`src/rtl/reaction_game_ctrl.sv`:
```
// reaction_game_ctrl: reaction-timer sequencer (random delay, LED, latency count, SPI handoff)
module reaction_game_ctrl #(
    parameter int          TICK_DIV  = 1000,
    parameter int          MIN_DELAY = 64,
    parameter logic [15:0] LFSR_SEED = 16'hACE1
) (
    input  logic       clk,
    input  logic       rst,
    input  logic       start,
    input  logic       button,
    output logic       led,
    output logic       busy,
    output logic [7:0] time_out,
    output logic       fault,
    output logic       timeout_flag,
    output logic [7:0] best_time,
    output logic [7:0] tx_data,
    output logic       tx_valid,
    input  logic       tx_ready
);
    typedef enum logic [1:0] {S_IDLE, S_WAIT, S_LIGHT, S_REPORT} state_t;
    localparam int PW = $clog2(TICK_DIV);
    localparam logic [PW-1:0] TICK_MAX = PW'(TICK_DIV - 1);

    state_t        state_q, state_d;
    logic [PW-1:0] presc_q, presc_d;
    logic [8:0]    delay_q, delay_d;
    logic [7:0]    rt_q, rt_d;
    logic [15:0]   lfsr_q;
    logic          btn_meta_q, btn_sync_q, btn_prev_q;
    logic [7:0]    time_q, time_d, best_q, best_d, txd_q, txd_d;
    logic          fault_q, fault_d, to_q, to_d, txv_q, txv_d;
    logic          press, tick, rep;
    logic [7:0]    res;

    assign press = btn_sync_q & ~btn_prev_q;
    assign tick  = presc_q == TICK_MAX;

    always_ff @(posedge clk) begin
        if (rst) begin
            state_q    <= S_IDLE;
            presc_q    <= '0;
            delay_q    <= '0;
            rt_q       <= '0;
            lfsr_q     <= LFSR_SEED;
            btn_meta_q <= 1'b0;
            btn_sync_q <= 1'b0;
            btn_prev_q <= 1'b0;
            time_q     <= '0;
            fault_q    <= 1'b0;
            to_q       <= 1'b0;
            best_q     <= 8'hFF;
            txd_q      <= '0;
            txv_q      <= 1'b0;
        end else begin
            state_q    <= state_d;
            presc_q    <= presc_d;
            delay_q    <= delay_d;
            rt_q       <= rt_d;
            lfsr_q     <= {lfsr_q[14:0], lfsr_q[15] ^ lfsr_q[13] ^ lfsr_q[12] ^ lfsr_q[10]};
            btn_meta_q <= button;
            btn_sync_q <= btn_meta_q;
            btn_prev_q <= btn_sync_q;
            time_q     <= time_d;
            fault_q    <= fault_d;
            to_q       <= to_d;
            best_q     <= best_d;
            txd_q      <= txd_d;
            txv_q      <= txv_d;
        end
    end

    always_comb begin
        state_d = state_q;
        presc_d = tick ? '0 : presc_q + 1'b1;
        delay_d = delay_q;
        rt_d    = rt_q;
        time_d  = time_q;
        fault_d = fault_q;
        to_d    = to_q;
        best_d  = best_q;
        txd_d   = txd_q;
        txv_d   = txv_q;
        rep     = 1'b0;
        res     = rt_q;
        case (state_q)
            S_IDLE: if (start) begin
                state_d = S_WAIT;
                presc_d = '0;
                delay_d = 9'(MIN_DELAY) + {1'b0, lfsr_q[7:0]};
                fault_d = 1'b0;
                to_d    = 1'b0;
            end
            // a press on the final delay tick still counts as a false start
            S_WAIT: if (press) begin
                rep     = 1'b1;
                res     = 8'hFF;
                fault_d = 1'b1;
            end else if (tick) begin
                delay_d = delay_q - 1'b1;
                if (delay_q == 9'd1) begin
                    state_d = S_LIGHT;
                    rt_d    = '0;
                end
            end
            S_LIGHT: if (press) begin
                rep    = 1'b1;
                best_d = rt_q < best_q ? rt_q : best_q;
            end else if (tick) begin
                if (rt_q == 8'hFE) begin
                    rep  = 1'b1;
                    res  = 8'hFE;
                    to_d = 1'b1;
                end else
                    rt_d = rt_q + 1'b1;
            end
            S_REPORT: if (txv_q && tx_ready) begin
                txv_d   = 1'b0;
                state_d = S_IDLE;
            end
            default: state_d = S_IDLE;
        endcase
        if (rep) begin
            state_d = S_REPORT;
            time_d  = res;
            txd_d   = res;
            txv_d   = 1'b1;
        end
    end

    always_comb begin
        led          = state_q == S_LIGHT;
        busy         = state_q != S_IDLE;
        time_out     = time_q;
        fault        = fault_q;
        timeout_flag = to_q;
        best_time    = best_q;
        tx_data      = txd_q;
        tx_valid     = txv_q;
    end
endmodule

```
`config.mk`:
```
export PLATFORM = sky130hd
export DESIGN_NAME = reaction_game_ctrl
export DESIGN_NICKNAME = d
export VERILOG_FILES = /design/src/rtl/reaction_game_ctrl.sv
export SDC_FILE = /design/constraint.sdc
export NUM_CORES = 1
export LEC_CHECK = 0
export BUFFER_PORTS_ARGS = -buffer_cell sky130_fd_sc_hd__buf_2
export CAP_MARGIN = 20
export CORE_UTILIZATION = 50
export CTS_BUF_LIST = sky130_fd_sc_hd__clkbuf_8
export DETAILED_ROUTE_END_ITERATION = 8
export GPL_ROUTABILITY_DRIVEN = 1
export PLACE_DENSITY = 0.69
export SLEW_MARGIN = 20
export SYNTH_ARGS = -nofsm -noshare
export SYNTH_HDL_FRONTEND = slang
export SYNTH_SLANG_ARGS = --single-unit
```
`constraint.sdc`:
```
create_clock -name clk -period 5.65 [get_ports clk]
set_input_delay 1.4125 -clock clk [delete_from_list [all_inputs] [get_ports clk]]
set_output_delay 1.4125 -clock clk [all_outputs]
set_load 0.01 [all_outputs]
```
==> results.json <==
{
  "status": "finished, final reports clean",
  "cts_num_sinks": 67,
  "hold_path_depth": 1,
  "cap_violations": 0,
  "hold_viol": 0,
  "synth_edf_count": 0,
  "post-route-util_pct": 56.96,
  "busiest_layer": "met2",
  "synth_area_um2": 3341,
  "netlist_instances": 393,
  "track_usage_pct": 20.53,
  "netSwitchingFraction_pct": 34.36,
  "drtIter0Drc": 131,
  "grt_pass1_vias": 2442,
  "total_power_mw": 1.242,
  "dieArea_um2": 7012,
  "finalInstanceArea_um2": 3637,
  "grt_pass1_wl_um": 11570,
  "met3_usage_pct": 4.550,
  "peakVddDrop_uv": 232.2,
  "vias": 2747,
  "worst_r2r_path_depth": 6,
  "antenna_found_initial": 0,
  "antennaDiodeCount": 0,
  "grtUsageMet1_pct": 27.27,
  "p_int_mw": 0.8151,
  "clock_latency_ns": 0.35,
  "cts_tree": "done",
  "finalSetupViolations": 0,
  "avgRoutedWirePerCell_um": 13.87,
  "ant_nets": 0,
  "worst_slew_pin_slew_ns": 1.064,
  "clock.fmax_ghz": 0.2995,
  "skew_ns": 0.008046,
  "rows": 29,
  "switching_power_mw": 0.4266,
  "via_per_inst": 5.595,
  "fp.dieH_um": 83.74,
  "multi_input_area_um2": 1775,
  "start_util_pct": 52.31,
  "layout.nets": 431,
  "place_congestion": 0.8195,
  "ioPinCount": 34,
  "synth_cell_type_count": 55,
  "worstSetupPathType": "primary input to register",
  "grt_overflow_total": 0,
  "synthArstFlopShare_pct": 0,
  "dr.pass1.iters": 4,
  "period_needed_ns": 3.339,
  "hold_buffers": 0,
  "htreeDepth": 3,
  "drc": 0,
  "post-cts-setup-buffers": 0,
  "yosysWarnings": 0,
  "core_area_um2": 6386,
  "slew_viol_final": 0,
  "hp-class": "register to register",
  "cts_buffer_depth": 2,
  "portBuffers": 33,
  "grt_max_degree": 64,
  "fill_cells": 589,
  "post-route-period-util_pct": 59.09,
  "synth-seq-area-share_pct": 40.15,
  "power.density_nw_per_um2": 341.4,
  "die_x_um": 83.74,
  "worst_slack_ns": 2.311,
  "synth_nets": 415,
  "worstPathRequired_ns": 5.90,
  "area_delta_synth_final_pct": 8.876,
  "leakage_nw": 1.587,
  "combPwrFrac_pct": 27.0,
  "final_cell_count_no_fill": 491,
  "regArea_um2": 1341,
  "seq_power_share_pct": 44.5,
  "rsz0062_at_grt": "false",
  "placed_area_um2": 3465,
  "cts_resized": 0,
  "path_clk_slew_ns": 0.07,
  "dp_cells": 475,
  "wl_um": 6810,
  "path_max_fanout": 63,
  "p_clk_share_pct": 28.4,
  "synth_area_per_cell_um2": 8.501,
  "cp.arrival_ns": 3.58,
  "use_met2_pct": 32.22,
  "cts.root.buffer_cell": "clkbuf_8",
  "end_kind": "register",
  "hold_ws_ns": 0.4125,
  "dp_slack_ns": 1.967,
  "ys.flop_type": "dfxtp_1",
  "drive_above_1_share_pct": 16.43,
  "max-slew-margin-rel_pct": 29.05,
  "dp_hpwl_um": 4558,
  "synth-seq-cells": 67,
  "critPathLaunchType": "primary input",
  "final.setup.tns_ns": 0,
  "cts_inserted_buffers": 9
}
layer usage:
metal / part of all wire, % / up-vias / wire [µm]
met3: 3.3 / 7 / 226
met1: 50 / 1285 / 3380
met5: 0 / - / 0
met2: 46 / 51 / 3103
met4: 1.5 / 0 / 100
li1: - / 1404 / -
synthesized netlist by cell type, types with 8 or more instances:
master    instances  area [µm²]
a21oi_1          16       80.08
nor2b_1          17       106.4
inv_1            18       67.56
mux2i_1          12       120.1
a211oi_1          8       60.06
nand3_1          18       90.09
clkbuf_1         14       52.55
nor3_1           16       80.08
xnor2_1           8       70.07
dfxtp_1          67        1341
nand2_1          23       86.33
ha_1             17       212.7
o21ai_0          18       90.09
buf_4             8       60.06
nor2_1           43       161.4
power by group through the flow:
stage	sequential, mW	combinational [mW]	clock (mW)
floorplan	0.552	0.266	0
global placement	0.560	0.327	0
detailed placement	0.561	0.330	0
CTS	0.551	0.333	0.360
global route	0.558	0.376	0.378
finish	0.553	0.336	0.353
sequential cells by signal (all words and copies together) (netlist names), 2 cells and up:
name,flops
best_time,8
delay_q,9
lfsr_q,16
presc_q,10
rt_q,8
state_q,2
tx_data,8
worst max-delay path: stages:
cell	delay [ns]
buf_2	0.79
clkinv_1	0.72
nand4b_1	0.28
nor2_1	0.06
a311o_1	0.31
final cells by class:
| class | count | share of cell area, % |
|---|---|---|
| multi-input combinational | 277 | 48.81 |
| sequential | 67 | 36.88 |
| timing repair buffer | 35 | 4.954 |
| clock buffer | 11 | 4.162 |
| tap | 77 | 2.649 |
| inverter | 19 | 1.961 |
| clock inverter | 5 | 0.5848 |
logic make-up after synthesis:
| logic type | Yosys count | share of synthesized area, % |
|---|---|---|
| and+or+nand+nor | 162 | 25.13 |
| AOI/OAI and AO/OA | 71 | 13.97 |
| DFF | 67 | 40.15 |
| buffers and inverters | 49 | 6.704 |
| adders and majority gates | 17 | 6.367 |
| muxes | 14 | 4.270 |
| xor gates and xnor gates | 13 | 3.408 |
path summary, 6_finish.rpt:
| check | endpoint | start | slack [ns] |
|---|---|---|---|
| setup / recovery | rt_q[2] | rst | 2.31 |
| hold / removal | lfsr_q[10] | lfsr_q[9] | 0.41 |
| setup reg to reg | tx_data[4] | state_q[1] | 3.04 |
| hold reg to reg | lfsr_q[10] | lfsr_q[9] | 0.41 |
layout by cell type, fill, tap and decap left out, drive strengths merged, types with 3 or more instances in the layout:
cell,synthesis,final
xor2,5,5
dfxtp,67,67
nor3,16,16
xnor2,8,8
nand2,23,23
clkbuf,14,11
ha,17,17
nand3,18,18
a21oi,17,17
mux2i,12,12
nor2,43,43
nor2b,17,17
nand4,6,6
o21ai,19,19
a31oi,3,3
nor4,6,6
a21o,3,3
clkinv,1,3
nand4b,3,3
and3,7,7
a31o,7,7
or2,8,8
inv,18,21
buf,16,35
a211oi,8,8
Power figures use the tool's default switching activity.
